File: config.mk
export PLATFORM = sky130hd
export DESIGN_NAME = pc_npc_unit
export DESIGN_NICKNAME = d
export VERILOG_FILES = /design/src/rtl/pc_npc_unit_pkg.sv /design/src/rtl/npc_sel.sv /design/src/rtl/pc_npc_unit.sv
export SDC_FILE = /design/constraint.sdc
export NUM_CORES = 1
export LEC_CHECK = 0
export CAP_MARGIN = 20
export CORE_AREA = 4 4 99 148
export DETAILED_ROUTE_END_ITERATION = 10
export DIE_AREA = 0 0 103 152
export GPL_ROUTABILITY_DRIVEN = 0
export PLACE_DENSITY = 0.9
export SLEW_MARGIN = 30
export SYNTH_ARGS = -nofsm -noshare
export SYNTH_HDL_FRONTEND = slang
export SYNTH_SLANG_ARGS = --single-unit
File: constraint.sdc
create_clock -name clk -period 5 [get_ports clk]
set_input_delay 1 -clock clk [delete_from_list [all_inputs] [get_ports clk]]
set_output_delay 1 -clock clk [all_outputs]
set_load 0.1 [all_outputs]
File: src/rtl/pc_npc_unit_pkg.sv
// ============================================================================
// Module  : pc_npc_unit_pkg
// Brief   : Shared next-PC operation codes, selection enum and helpers
// Revision: 1.0 - initial release
// ============================================================================
`default_nettype none

package pc_npc_unit_pkg;

    // Width of the next-PC operation field
    localparam int NPC_W = 4;

    // Next-PC operation codes; any code not listed here fetches sequentially
    localparam logic [NPC_W-1:0] NPC_SEQ    = 4'd0;
    localparam logic [NPC_W-1:0] NPC_BRANCH = 4'd1;
    localparam logic [NPC_W-1:0] NPC_J      = 4'd2;
    localparam logic [NPC_W-1:0] NPC_JR     = 4'd3;

    // Fetch PC loaded by reset
    localparam logic [31:0] PC_RESET_DEFAULT = 32'h0000_3000;

    // Resolved target source after condition evaluation
    typedef enum logic [1:0] {
        SEL_SEQ    = 2'd0,
        SEL_BRANCH = 2'd1,
        SEL_J      = 2'd2,
        SEL_JR     = 2'd3
    } npc_sel_e;

    // Sign-extend a 16-bit word offset and convert it to a byte offset
    function automatic logic [31:0] branch_offset(input logic [15:0] imm);
        return {{14{imm[15]}}, imm, 2'b00};
    endfunction

endpackage

`default_nettype wire

File: src/rtl/npc_sel.sv
// ============================================================================
// Module  : npc_sel
// Brief   : Combinational next-PC target selection (SEQ/BRANCH/J/JR)
// Revision: 1.0 - initial release
// ============================================================================
`default_nettype none

module npc_sel
    import pc_npc_unit_pkg::*;
(
    input  logic [31:0]      F_pc,
    input  logic [NPC_W-1:0] D_NPCop,
    input  logic [31:0]      D_pc,
    input  logic [15:0]      D_imm16,
    input  logic [25:0]      D_imm26,
    input  logic [31:0]      D_rs_data,
    input  logic             cmp_true,
    output logic [31:0]      next_pc,
    output logic             redirect
);

    npc_sel_e    sel;
    logic [31:0] seq_target;
    logic [31:0] d_pc_plus4;
    logic [31:0] branch_target;
    logic [31:0] jump_target;

    // Candidate targets; all arithmetic wraps modulo 2^32
    assign seq_target    = F_pc + 32'd4;
    assign d_pc_plus4    = D_pc + 32'd4;
    assign branch_target = d_pc_plus4 + branch_offset(D_imm16);
    assign jump_target   = {d_pc_plus4[31:28], D_imm26, 2'b00};

    // Decode the operation; a branch with a false condition falls back to SEQ
    always_comb begin
        sel = SEL_SEQ;
        case (D_NPCop)
            NPC_BRANCH: sel = cmp_true ? SEL_BRANCH : SEL_SEQ;
            NPC_J:      sel = SEL_J;
            NPC_JR:     sel = SEL_JR;
            default:    sel = SEL_SEQ;
        endcase
    end

    // Target mux; jr passes the register value through unaligned on purpose
    always_comb begin
        next_pc  = seq_target;
        redirect = 1'b0;
        case (sel)
            SEL_BRANCH: begin
                next_pc  = branch_target;
                redirect = 1'b1;
            end
            SEL_J: begin
                next_pc  = jump_target;
                redirect = 1'b1;
            end
            SEL_JR: begin
                next_pc  = D_rs_data;
                redirect = 1'b1;
            end
            default: begin
                next_pc  = seq_target;
                redirect = 1'b0;
            end
        endcase
    end

endmodule

`default_nettype wire

File: src/rtl/pc_npc_unit.sv
// ============================================================================
// Module  : pc_npc_unit
// Brief   : Fetch PC register with next-PC selection, redirect flag,
//           sticky misalignment flag and saturating redirect counter
// Revision: 1.0 - initial release
// ============================================================================
`default_nettype none

module pc_npc_unit
    import pc_npc_unit_pkg::*;
#(
    parameter logic [31:0] PC_RESET = PC_RESET_DEFAULT,
    parameter int          CNT_W    = 32
) (
    input  logic             clk,
    input  logic             reset,
    input  logic             F_en,
    input  logic [NPC_W-1:0] D_NPCop,
    input  logic [31:0]      D_pc,
    input  logic [15:0]      D_imm16,
    input  logic [25:0]      D_imm26,
    input  logic [31:0]      D_rs_data,
    input  logic [31:0]      D_CMP_result,
    output logic [31:0]      F_pc,
    output logic             F_redirect,
    output logic             F_misalign,
    output logic [CNT_W-1:0] taken_cnt,
    output logic [31:0]      D_link_addr
);

    logic [31:0] next_pc;
    logic        redirect;
    logic        cmp_true;
    logic        cnt_full;

    // Only bit 0 of the comparator carries the condition; the upper bits are
    // folded in under a constant-zero mask so they never affect the result
    assign cmp_true = D_CMP_result[0] | (1'b0 & (|D_CMP_result[31:1]));

    // Link value for jal/jalr-style instructions: skip the delay slot
    assign D_link_addr = D_pc + 32'd8;

    assign cnt_full = &taken_cnt;

    npc_sel u_npc_sel (
        .F_pc      (F_pc),
        .D_NPCop   (D_NPCop),
        .D_pc      (D_pc),
        .D_imm16   (D_imm16),
        .D_imm26   (D_imm26),
        .D_rs_data (D_rs_data),
        .cmp_true  (cmp_true),
        .next_pc   (next_pc),
        .redirect  (redirect)
    );

    // Fetch PC and redirect flag; a stall holds both and drops the decision
    always_ff @(posedge clk or posedge reset) begin
        if (reset) begin
            F_pc       <= PC_RESET;
            F_redirect <= 1'b0;
        end else if (F_en) begin
            F_pc       <= next_pc;
            F_redirect <= redirect;
        end
    end

    // Sticky flag for any accepted next PC that is not word aligned
    always_ff @(posedge clk or posedge reset) begin
        if (reset) begin
            F_misalign <= 1'b0;
        end else if (F_en && (next_pc[1:0] != 2'b00)) begin
            F_misalign <= 1'b1;
        end
    end

    // Accepted-redirect counter, saturating at all-ones
    always_ff @(posedge clk or posedge reset) begin
        if (reset) begin
            taken_cnt <= '0;
        end else if (F_en && redirect && !cnt_full) begin
            taken_cnt <= taken_cnt + CNT_W'(1);
        end
    end

endmodule

`default_nettype wire
# [Word-level counts from Yosys, hierarchy flattened]
# Cells that the tools add are included.
[word_totals] out_inout_bits=98 wordCells=26 register_bits=66
[classes] mux=4 eq_ne=6 n_reduce_logical=7 addsub=5
[ops] cell="case mux 32 bit (3 select lines)" n=1
[ops] cell="adder 32 x 3 -> 32 bit (second input constant)" n=2
[ops] cell="adder 32 x 1 -> 32 bit (second input constant)" n=1
[ops] cell="adder 32 bit" n=1
[ops] cell="adder 32 x 4 -> 32 bit (second input constant)" n=1
[ops] cell="AND reduction 32 bit" n=1
[ops] cell="equality test 4 x 2 -> 1 bit (second input constant)" n=2
[ops] cell="case mux 2 bit (3 select lines)" n=1
[ops] cell="equality test 2 bit (second input constant)" n=2
[ops] cell="equality test 4 x 1 -> 1 bit (second input constant)" n=1
[ops] cell="logical AND 1 bit" n=3
[ops] cell="OR reduction 3 bit" n=1
[ops] cell="equality test 2 x 1 -> 1 bit (second input constant)" n=1
[ops] cell="2-to-1 mux 1 bit" n=2
[ops] cell="nonzero test 2 bit" n=1
[ops] cell="logical NOT 1 bit" n=1

# [Longest topological paths before layout]
# Gate-level depths: netlist of run 1.
[logic_depth] ltp_word=7 ltp_mapped=18

# [Hierarchy]
# A second synthesis of run 1 with hierarchy kept.
[hier_totals] cells_unflattened=789 area_unflattened_um2=6765.2
[modules_own_cells] mod="pc_npc_unit" n_inst=1 seq_area_each_um2=1654.1 cells_each=307 area_each_um2=3512.1
[modules_own_cells] mod="npc_sel" n_inst=1 seq_area_each_um2=0.0 cells_each=482 area_each_um2=3253.1

# [Worst setup path before layout of run 1]
# OpenSTA, ideal clock, no wires.
[synth_path] path_type="input -> output" start="input port D_pc[3]" end="output port D_link_addr[25]" slack_ns=-0.155 required_time_ns=4.000 stages=9 arrival_ns=4.155 path_buffers=0 cell_sequence="ha_1 -> nand3_1 -> nor4_4 -> and3_1 -> and3_1 -> and3_2 -> and3_4 -> nand3_1 -> xnor2_1"
[synth_between] elab_chain_cells=1
[synth_lines] element="start, declared" line_no="pc_npc_unit.sv:19" rtl="input logic [31:0] D_pc,"
[synth_lines] element="adder 32 x 4 -> 32 bit" line_no="pc_npc_unit.sv:41" rtl="assign D_link_addr = D_pc + 32'd8;"
[synth_lines] element="end, declared" line_no="pc_npc_unit.sv:28" rtl="output logic [31:0] D_link_addr"
# Every way passes these cells.

# [Worst setup path in the final report of run 1]
[layout_path] start="input port D_pc[4]" end="register F_pc[31]"
[layout_between] elab_chain_cells=3
[layout_lines] element="adder 32 x 3 -> 32 bit (*)" line_no="npc_sel.sv:30" rtl="assign d_pc_plus4 = D_pc + 32'd4;"
[layout_lines] element="adder 32 bit" line_no="npc_sel.sv:31" rtl="assign branch_target = d_pc_plus4 + branch_offset(D_imm16);"
[layout_lines] element="case mux 32 bit (3 select lines) (*)" line_no="npc_sel.sv:49" rtl="case (sel)"
[layout_lines] element="end signal, assigned" line_no="pc_npc_unit.sv:63" rtl="F_pc <= next_pc;"
[layout_lines] element="end, declared" line_no="pc_npc_unit.sv:24" rtl="output logic [31:0] F_pc,"
# Mark *: on every way between the ends. The rest lies on a longest branch, timed or not.
# A chain may end at the register's enable or synchronous reset.

==> results of run 1 <==
==> through the flow <==
stage          cells  instance area, um2  power (mW)  utilization, %
2_1_floorplan    814                6570        1.88               -
3_3_place_gp    1186                9040        2.33            67.4
3_5_place_dp    1186                9030        2.35            67.4
4_1_cts         1202                9330        2.99            69.6
5_1_grt         1202                9320        3.11            69.5
6_report        1202                9320        2.99            69.5
==> power by group through the flow <==
stage	registers, mW	logic [mW]	clock network, mW
6_report	0.743	1.61	0.634
5_1_grt	0.760	1.68	0.667
4_1_cts	0.740	1.61	0.642
3_5_place_dp	0.747	1.61	0
3_3_place_gp	0.745	1.59	0
2_1_floorplan	1.34	0.537	0
==> worst max-delay path, stage by stage <==
cell and delay [ns]:
clkdlybuf4s50_1 0.50, ha_1 0.19, nand3_1 0.15, buf_4 0.18, nor3_1 0.33, nand2_1 0.13, xnor2_1 0.14, ha_1 0.36
and3_1 0.19, and4_1 0.18, o21ai_0 0.15, a21oi_1 0.31, o21ai_1 0.19, o41ai_1 0.51, xnor2_1 0.17, o211ai_1 0.10
==> per-layer routing <==
layer  share of wire (%)  global-route usage, %  routed length, um
met3                 7.4                   5.37               1560
met5                   0                      0                  0
met2                  52                   47.0              11100
met4                 4.8                   13.6               1020
met1                  35                   29.0               7460
==> area by class of cell <==
cell class	instances	share of cell area (%)
tap	162	2.18
timing repair buffer	246	25.7
multi-input combinational	696	50.5
clock inverter	5	0.591
clock buffer	11	2.61
sequential	66	17.8
inverter	16	0.645
==> final timing paths <==
path                            startpoint          to  depth (start not counted)
worst max-delay path               D_pc[4]    F_pc[31]                         16
worst min-delay path            F_misalign  F_misalign                          1
worst max register to register    F_pc[13]    F_pc[30]                          8
worst min register to register  F_misalign  F_misalign                          1
max in group asynchronous            reset    F_pc[13]                          3
min in group asynchronous            reset     F_pc[4]                          2
==> cells in the mapped netlist, types with 5 or more instances <==
master,number
xor2_1,40
ha_1,38
nand2_1,95
and4_1,7
nand3_1,49
nand2b_1,6
nor2_1,56
nor4_1,10
nand4_1,25
inv_1,16
clkbuf_1,22
mux2i_1,23
and3_1,23
a21oi_1,56
nor2b_1,7
mux2_2,9
o221ai_1,6
and2_1,7
o21ai_0,51
dfrtp_1,64
o21a_1,5
nor3_1,15
buf_2,7
xnor2_1,74
a22o_1,6
a21o_1,9
==> state kept, by name, indices dropped and copies added, names as in the netlist <==
signal	flops
F_misalign	1
F_pc	32
F_redirect	1
taken_cnt	32
==> cell families after synthesis <==
| family | after synthesis | share of synthesized area, % |
|---|---|---|
| muxes | 32 | 5.05 |
| and+or+nand+nor | 318 | 24.6 |
| AOI/OAI and AO/OA | 193 | 19.1 |
| buffers and inverters | 52 | 3.34 |
| xor gates and xnor gates | 114 | 15.2 |
| DFF | 66 | 25.2 |
| adders and majority gates | 39 | 7.55 |
==> flow_summary.toml, run 1 <==
[synth]
yosysWarnings = 0
synth_area_um2 = 6570
avgSynthCellArea_um2 = 8.07
synth_area_leader_cell = "dfrtp_1"
ys_types = 68
synthTopCellsByArea = "dfrtp_1 24%, xnor2_1 9.9%, ha_1 7.2%"
syn_nets = 998
synthArstFlopShare_pct = 100
synth_top_area_share_pct = 24.4
syn_inst = 814
synth_ff_type = "dfrtp_1"
ys_ff_latch = 66
synth_edf_count = 0
yosysSeqAreaShare_pct = 25.2

[clock_network]
cts_buffers = 9
hold_buffers = 0
cts-root-to-sink-buffers = 2
cts_sinks = 66
clkLatencyLatePin_ns = 0.34
h-tree-depth = 3
cts_setup_buffers = 0
cts_resized = 0
tritoncts = "built"
clkTransAtPathRegs_ns = 0.06
cts-root-buf = "clkbuf_16"

[worst_setup_path]
cp_max_fo = 5
critical_path_class = "input port to flip-flop"
start_kind = "input port"
reg2reg_slack_ns = 2.24
cp-end-kind = "flip-flop"
required_ns = 5.21
cp_data_arrival_time_ns = 4.80

[pwr]
combPwrFrac_pct = 53.9
power.share.clock_pct = 21.2
ir_worst_vdd_mv = 0.204
power_frac_seq_pct = 24.9
p_switching_mw = 1.49
intPower_mw = 1.50
power.leakage_nw = 3.93
power.share.switching_pct = 49.9
pwr_density_cell_nw_per_um2 = 320

[global_routing]
grt_pass1_vias = 6976
grt_max_degree = 70
grt_pass1_wl_mm = 33.5
grt.total_usage_pct = 26.6
antenna_found_initial = 0
grt_overflow = 0

[layout]
nNetsFinal = 1219
layout-drive-gt1-share_pct = 11.1
layout_common_cells = "176 x clkdlybuf4s50_1, 95 x nand2_1, 73 x xnor2_1"
syn_to_final_growth_pct = 41.9
final_common_cell = "clkdlybuf4s50_1"
num_antenna_cells = 0
multi_input_area_um2 = 4710
fillers = 1019
regArea_um2 = 1650

[sta]
setup_violations = 0
setup_ws_ns = 0.405
hold_viol = 0
min_period_ns = 4.60
rsz0062_at_grt = "no"
slew_headroom_pct = 30.3
holdWs_ns = 0.477
tightest_slew_ns = 1.04
fmax_mhz = 218
tns_ns = 0
final-max-slew-violation-count = 0
fin_crit_sh_pct = 91.9
fin_worst_skew_ns = 0.00515

[die]
ioPinCount = 243
dieArea_um2 = 15700
initial_core_util_pct = 49.0
num_rows = 52
design.core.area_um2 = 13400
die_y_um = 152
die_w_um = 103

[drt]
wl_per_cell_um = 17.6
drc = 0
routed_wl_mm = 21.1
drtIter0Drc = 563
ant_nets = 0
vias = 7113
dr.pass1.iters = 5
vias_per_cell = 5.92

[placed_design]
dp_hpwl_mm = 16.9
io_buffers = 211
place_ws_ns = 0.0670

[hold_path]
hp-class = "flip-flop to flip-flop"

[status]
status = "completed"

[flow_run]
max_cap_viol_count = 0
Power figures use the tool's default switching activity.
==> run 2: changes to the inputs <==
Settings changed: CTS_CLUSTER_SIZE set to 12.
==> results of run 2 <==
Same layout as run 1: the final DEF is identical, and so are final timing and power.
